<file path="src/rtl/uart_pkg.sv">
// Shared types and helpers for the UART message transmitter family.
package uart_pkg;

    typedef enum logic [2:0] {
        ST_IDLE,
        ST_START_BIT,
        ST_DATA,
        ST_PARITY,
        ST_STOP,
        ST_GAP
    } state_t;

    localparam int PAR_NONE = 0;
    localparam int PAR_ODD  = 1;
    localparam int PAR_EVEN = 2;

    function automatic int frame_bits(input int data_bits, input int parity, input int stop_bits);
        return 1 + data_bits + ((parity != PAR_NONE) ? 1 : 0) + stop_bits;
    endfunction

endpackage

</file>
<file path="src/rtl/uart_baud_gen.sv">
// Bit-time tick generator: o_tick is high on the last clock of every DIV-clock bit.
// i_clr holds the count at zero so a new start bit begins on a clean boundary.
module uart_baud_gen #(
    parameter int DIV = 87
) (
    input  logic i_clk,
    input  logic i_rst,
    input  logic i_clr,
    output logic o_tick
);

    logic [31:0] r_cnt;

    assign o_tick = (r_cnt == 32'(DIV - 1));

    always_ff @(posedge i_clk) begin
        if (i_rst || i_clr) begin
            r_cnt <= '0;
        end else if (o_tick) begin
            r_cnt <= '0;
        end else begin
            r_cnt <= r_cnt + 32'd1;
        end
    end

endmodule

</file>
<file path="src/rtl/uart_msg_tx.sv">
// Serialises a runtime-selected prefix of a writable character buffer as UART frames.
// First start bit appears the clock after start is accepted; done pulses as the last stop bit ends.
module uart_msg_tx
    import uart_pkg::*;
#(
    parameter int CLK_FREQ    = 10000000,
    parameter int BAUD_RATE   = 115200,
    parameter int MSG_DEPTH   = 16,
    parameter int DATA_BITS   = 8,
    parameter int PARITY      = 0,
    parameter int STOP_BITS   = 1,
    parameter int GAP_CYCLES  = 100000,
    parameter int AUTO_REPEAT = 0,
    localparam int AW         = $clog2(MSG_DEPTH)
) (
    input  logic          i_clk,
    input  logic          i_rst,
    input  logic          i_wr_en,
    input  logic [AW-1:0] i_wr_addr,
    input  logic [7:0]    i_wr_data,
    input  logic [AW:0]   i_msg_len,
    input  logic          i_start,
    input  logic          i_stop_req,
    output logic          o_tx,
    output logic          o_busy,
    output logic [AW-1:0] o_char_idx,
    output logic          o_done
);

    localparam int          BAUD_DIV     = CLK_FREQ / BAUD_RATE;
    localparam logic [3:0]  LP_LAST_DATA = 4'(DATA_BITS - 1);
    localparam logic [3:0]  LP_LAST_STOP = 4'(STOP_BITS - 1);
    localparam logic [AW:0] LP_DEPTH     = (AW + 1)'(MSG_DEPTH);
    localparam logic [31:0] LP_GAP_LAST  = 32'(GAP_CYCLES - 1);
    localparam logic [7:0]  LP_MASK      = 8'((1 << DATA_BITS) - 1);

    state_t        r_state;
    state_t        w_next;
    logic [7:0]    r_mem [MSG_DEPTH];
    logic [AW:0]   r_len;
    logic [AW-1:0] r_char_idx;
    logic [3:0]    r_bit_cnt;
    logic [31:0]   r_gap_cnt;
    logic          r_stop;
    logic          r_done;

    logic          w_tick;
    logic          w_clr;
    logic          w_busy;
    logic          w_tx;
    logic [AW:0]   w_len_clamped;
    logic          w_start_ok;
    logic          w_last_char;
    logic          w_stop_any;
    logic          w_frame_end;
    logic          w_msg_end;
    logic [7:0]    w_data;
    logic          w_parity_bit;

    uart_baud_gen #(.DIV(BAUD_DIV)) u_baud (
        .i_clk  (i_clk),
        .i_rst  (i_rst),
        .i_clr  (w_clr),
        .o_tick (w_tick)
    );

    assign w_clr         = (r_state == ST_IDLE) || (r_state == ST_GAP);
    assign w_len_clamped = (i_msg_len > LP_DEPTH) ? LP_DEPTH : i_msg_len;
    assign w_start_ok    = (r_state == ST_IDLE) && i_start;
    assign w_last_char   = ({1'b0, r_char_idx} == (r_len - 1'b1));
    assign w_stop_any    = r_stop || i_stop_req;
    assign w_frame_end   = (r_state == ST_STOP) && w_tick && (r_bit_cnt == LP_LAST_STOP);
    // A pending stop request ends the message after the frame in flight.
    assign w_msg_end     = w_frame_end && (w_last_char || w_stop_any);
    assign w_data        = r_mem[r_char_idx] & LP_MASK;
    assign w_parity_bit  = (PARITY == PAR_ODD) ? ~^w_data : ^w_data;

    always_ff @(posedge i_clk) begin
        if (i_rst) begin
            r_state <= ST_IDLE;
        end else begin
            r_state <= w_next;
        end
    end

    always_comb begin
        w_next = r_state;
        case (r_state)
            ST_IDLE: begin
                if (w_start_ok && (w_len_clamped != '0)) begin
                    w_next = ST_START_BIT;
                end
            end
            ST_START_BIT: begin
                if (w_tick) begin
                    w_next = ST_DATA;
                end
            end
            ST_DATA: begin
                if (w_tick && (r_bit_cnt == LP_LAST_DATA)) begin
                    w_next = (PARITY != PAR_NONE) ? ST_PARITY : ST_STOP;
                end
            end
            ST_PARITY: begin
                if (w_tick) begin
                    w_next = ST_STOP;
                end
            end
            ST_STOP: begin
                if (w_frame_end) begin
                    if (!w_msg_end) begin
                        w_next = ST_START_BIT;
                    end else if ((AUTO_REPEAT != 0) && !w_stop_any) begin
                        w_next = (GAP_CYCLES == 0) ? ST_START_BIT : ST_GAP;
                    end else begin
                        w_next = ST_IDLE;
                    end
                end
            end
            ST_GAP: begin
                if (r_stop) begin
                    w_next = ST_IDLE;
                end else if (r_gap_cnt == LP_GAP_LAST) begin
                    w_next = ST_START_BIT;
                end
            end
            default: w_next = ST_IDLE;
        endcase
    end

    always_comb begin
        w_busy = (r_state != ST_IDLE);
        w_tx   = 1'b1;
        case (r_state)
            ST_START_BIT: w_tx = 1'b0;
            ST_DATA:      w_tx = w_data[r_bit_cnt[2:0]];
            ST_PARITY:    w_tx = w_parity_bit;
            default:      w_tx = 1'b1;
        endcase
    end

    always_ff @(posedge i_clk) begin
        if (i_rst) begin
            r_len      <= '0;
            r_char_idx <= '0;
            r_bit_cnt  <= '0;
            r_gap_cnt  <= '0;
            r_stop     <= 1'b0;
            r_done     <= 1'b0;
        end else begin
            r_done <= (w_start_ok && (w_len_clamped == '0)) || w_msg_end;

            if (w_start_ok) begin
                r_len      <= w_len_clamped;
                r_char_idx <= '0;
            end else if ((r_state == ST_STOP) && (w_next == ST_START_BIT)) begin
                r_char_idx <= (w_msg_end) ? '0 : r_char_idx + 1'b1;
            end else if ((r_state == ST_GAP) && (w_next == ST_START_BIT)) begin
                r_char_idx <= '0;
            end

            if (w_next == ST_IDLE) begin
                r_stop <= 1'b0;
            end else if (i_stop_req && (r_state != ST_IDLE)) begin
                r_stop <= 1'b1;
            end

            // Every phase change restarts the per-phase bit count.
            if (r_state != w_next) begin
                r_bit_cnt <= '0;
            end else if (w_tick && ((r_state == ST_DATA) || (r_state == ST_STOP))) begin
                r_bit_cnt <= r_bit_cnt + 4'd1;
            end

            r_gap_cnt <= (r_state == ST_GAP) ? r_gap_cnt + 32'd1 : '0;
        end
    end

    always_ff @(posedge i_clk) begin
        if (i_wr_en && !w_busy && (int'(i_wr_addr) < MSG_DEPTH)) begin
            r_mem[i_wr_addr] <= i_wr_data;
        end
    end

    assign o_tx       = w_tx;
    assign o_busy     = w_busy;
    assign o_char_idx = r_char_idx;
    assign o_done     = r_done;

endmodule

</file>
<file path="config.mk">
export PLATFORM = sky130hd
export DESIGN_NAME = uart_msg_tx
export DESIGN_NICKNAME = d
export VERILOG_FILES = /design/src/rtl/uart_pkg.sv /design/src/rtl/uart_baud_gen.sv /design/src/rtl/uart_msg_tx.sv
export SDC_FILE = /design/constraint.sdc
export NUM_CORES = 1
export LEC_CHECK = 0
export CAP_MARGIN = 20
export CORE_UTILIZATION = 50
export DETAILED_ROUTE_END_ITERATION = 7
export GPL_ROUTABILITY_DRIVEN = 0
export GPL_TIMING_DRIVEN = 0
export PLACE_DENSITY = 0.76
export SLEW_MARGIN = 10
export SYNTH_ARGS = -nofsm -noshare
export SYNTH_HDL_FRONTEND = slang
export SYNTH_SLANG_ARGS = --single-unit
</file>
<file path="constraint.sdc">
create_clock -name i_clk -period 4.03 [get_ports i_clk]
set_input_delay 0.806 -clock i_clk [delete_from_list [all_inputs] [get_ports i_clk]]
set_output_delay 0.806 -clock i_clk [all_outputs]
set_load 0.01 [all_outputs]
</file>
==> flow_metrics.py <==
metrics = {
    "routing": {
        "firstDrtPassIters": 5,
        "drt.antenna.violating_nets": 0,
        "wl_per_cell_um": 17.4,
        "drc": 0,
        "post_drt_via_cell_ratio": 5.66,
        "detailroute.via_count": 5825,
        "drt_first_iter_violations": 403,
        "postRouteWirelength_mm": 17.9,
    },
    "worst_setup_path": {
        "r2r_setup_slack_ps": 1040,
        "critical-path-max-stage-delay_ps": 540,
        "cpMaxStageDelayCell": "sky130_fd_sc_hd__mux4_2",
        "timing.critical_path.required_ps": 3220,
        "critPathMaxFanout": 10,
        "timing.critical_path.max_delay_family": "buffers and inverters",
        "timing.critical_path.buf_inv": 3,
        "critical_path.endpoint_type": "output port",
        "timing.critical_path.cells": "buf_12, buf_12, mux4_2, a22oi_2, nand2_2, xnor2_2, xnor2_1, xnor2_1, o221ai_2, dlygate4sd2_1",
        "critPathArrivalTime_ps": 3100,
        "worst-setup-path-type": "reg2out",
        "worstSetupStartpointType": "flop",
    },
    "pwr": {
        "net-switching-power_uw": 931,
        "report.power.total_uw": 4530,
        "power_frac_clock_pct": 45.6,
        "max-vdd-ir-drop_uv": 396,
        "part_of_the_total_power_dissipated_in_combinational_logic_pct": 2.7,
        "p_leak_uw": 0.00335,
        "power_density_mw_per_mm2": 426,
        "power_report.internal_total_uw": 3600,
        "pwr-share-seq_pct": 51.7,
        "swShare_pct": 20.5,
    },
    "synthesis": {
        "synth_cell_type_count": 55,
        "synth_warnings": 0,
        "synthesis.area_per_instance_um2": 12.7,
        "yosys_register_bits": 214,
        "syn_inst": 718,
        "yosysTopAreaCellShare_pct": 42.1,
        "netlist.top_cell.by_area": "sky130_fd_sc_hd__edfxtp_1",
        "postSynth.topFlopCell": "sky130_fd_sc_hd__edfxtp_1",
        "synth.cell_area_mm2": 0.00912,
        "synth_sequential_area_ratio_pct": 61.0,
        "total_nets_after_synthesis": 747,
        "synth_top_cells_by_area": "sky130_fd_sc_hd__edfxtp_1 42%, sky130_fd_sc_hd__dfxtp_1 19%, sky130_fd_sc_hd__mux4_2 6.9%, sky130_fd_sc_hd__nor2_1 4.2%, sky130_fd_sc_hd__xor2_1 3.7%",
        "synth-edff-count": 128,
        "async_s_r_ff_share_synth_pct": 0,
    },
    "sta": {
        "timing_hold_violations_final": 0,
        "final_min_period_over_clock_period_pct": 96.8,
        "worst-slew-pin-transition_ps": 928,
        "max_slew_margin_pct": 37.9,
        "finalClockSkew_ps": 18.0,
        "rsz_0062_raised_after_global_routing": "no",
        "final.min_clock_period_ps": 3900,
        "report.final.slew_viol_count": 0,
        "timing.setup.tns_ps": 0,
        "timing.final.setup_violations": 0,
        "maximum_clock_frequency_ghz": 0.256,
    },
    "floorplan": {
        "die_outline_area_mm2": 0.0188,
        "initial_core_util_pct": 51.0,
        "placeableCoreArea_mm2": 0.0179,
        "die_boundary_width_um": 137,
        "die_y_um": 137,
        "io_pins": 29,
        "rows": 49,
    },
    "worst_hold_path": {
        "timing.hold.worst.class": "reg2reg",
    },
    "clock_network": {
        "cts-root-to-sink-buffers": 3,
        "numCtsBuffers": 23,
        "tritoncts": "done",
        "worstSkewPairLatency_ps": 520,
        "cts_sinks": 214,
        "htree_num_levels": 1,
        "clk_root_buffer_cell": "sky130_fd_sc_hd__clkbuf_16",
        "clock_input_transition_at_the_sequential_cells_of_the_worst_setup_and_hold_paths_ps": 60,
    },
    "cells_and_area": {
        "n_fill_cell": 1412,
        "mostFrequentLayoutCell": "sky130_fd_sc_hd__edfxtp_1",
        "n_antenna_cell": 0,
        "final_net_count": 812,
        "mostFrequentLayoutCells": "128 x sky130_fd_sc_hd__edfxtp_1, 103 x sky130_fd_sc_hd__nor2_1, 86 x sky130_fd_sc_hd__dfxtp_1, 39 x sky130_fd_sc_hd__xor2_1, 38 x sky130_fd_sc_hd__nand2_1",
        "areaGrowthSynthToFinish_pct": 16.4,
        "layout-drive-gt1-share_pct": 13.4,
    },
    "placed_design": {
        "detailedPlacementHpwl_mm": 11.8,
        "total_of_buffers_placed_on_input_and_output_ports": 28,
    },
    "global_routing": {
        "met2_routing_resource_usage_after_global_routing_pct": 31.9,
        "use_met1_pct": 26.5,
        "grt_antenna_before_repair": 0,
        "maximum_number_of_pins_on_one_net_before_global_route_repair": 17,
        "grt_remaining_overflow": 0,
        "gr-usage-all-layers_pct": 19.5,
        "groute.layer.met3.usage_pct": 2.85,
        "grt_pass1_wl_mm": 27.8,
        "first_global_vias": 5357,
        "grt_busiest_layer": "met2",
    },
    "outcome": {
        "status": "completed",
    },
    "job": {
        "drv.max_cap_violation_count": 0,
    },
}
==> worst paths after layout <==
check,startpoint,to,cells past startpoint
worst max register to register,r_state[0],r_mem[4][4],6
worst min register to register,r_gap_cnt[0],r_gap_cnt[0],1
worst max-delay path,flop,o_tx,10
worst min-delay path,r_gap_cnt[0],r_gap_cnt[0],1
==> through the flow <==
stage | setup WS (ps) | instance area (µm²) | hold WS [ps] | std cells | util (%)
5_1_grt | 0.915 | 10600 | 486 | 1029 | 59.3
6_report | 128 | 10600 | 462 | 1029 | 59.3
3_3_place_gp | 160 | 9690 | 443 | 975 | 54.1
2_1_floorplan | 1130 | 9120 | 430 | 718 | -
3_5_place_dp | 150 | 9700 | 450 | 977 | 54.2
4_1_cts | 70.5 | 10500 | 463 | 1019 | 58.6
==> cells in the mapped netlist (all sizes together) (9+ instances only) <==
cell,n
a21oi,20
a22oi,12
and3,9
buf,10
clkbuf,16
dfxtp,86
edfxtp,128
inv,15
mux2i,9
mux4,32
nand2,40
nand3,35
nand4,16
nor2,103
nor3,14
nor4,14
o21ai,9
or3,9
xnor2,34
xor2,39
==> final cells by class <==
cell class	instances	area (µm²)	share of cell area [%]
flip-flops and latches	214	5570	52.4
multi-input cells	463	3430	32.3
clock buffers	29	618	5.82
repair buffers	40	362	3.41
well taps	229	287	2.70
plain buffers	26	175	1.65
clock inverters	13	120	1.13
inverters	15	56.3	0.530
==> repair_timing <==
item | in CTS | in global routing
gates resized for setup | 13 | 14
endpoints found under the setup margin | 1 | 1
gates cloned | 0 | 0
hold buffers | 0 | 0
buffers inserted | 0 | 8
pin swaps | 0 | 3
==> metal layers <==
| metal | vias to the layer above | part of all wire, % |
|---|---|---|
| met1 | 2829 | 45 |
| met4 | 0 | 2.6 |
| met3 | 37 | 4.7 |
| li1 | 2804 | - |
| met5 | - | 0 |
| met2 | 155 | 48 |
==> registers in the layout, indices dropped and copies added (netlist names), named ones only <==
name	cells
r_bit_cnt	4
o_done	1
r_state	3
r_mem	128
o_char_idx	4
r_len	5
r_stop	1
r_gap_cnt	32
u_baud.r_cnt	32
==> power by group through the flow <==
stage               Clock (µW)  Combinational (µW)  Sequential (µW)
floorplan                    0                57.0             2390
global placement             0                 115             2390
detailed placement           0                 119             2390
CTS                       2100                 120             2340
global route              2190                 134             2340
finish                    2070                 121             2340
==> kinds of logic after synthesis <==
group	after synthesis	share of synthesized area, %
AOI/OAI and AO/OA	62	4.58
xor gates and xnor gates	73	7.01
adders and majority gates	7	0.960
DFF	214	61.0
buffers and inverters	41	2.15
and+or+nand+nor	280	15.2
muxes	41	9.05
No activity file was read; power rests on OpenSTA's default activity.
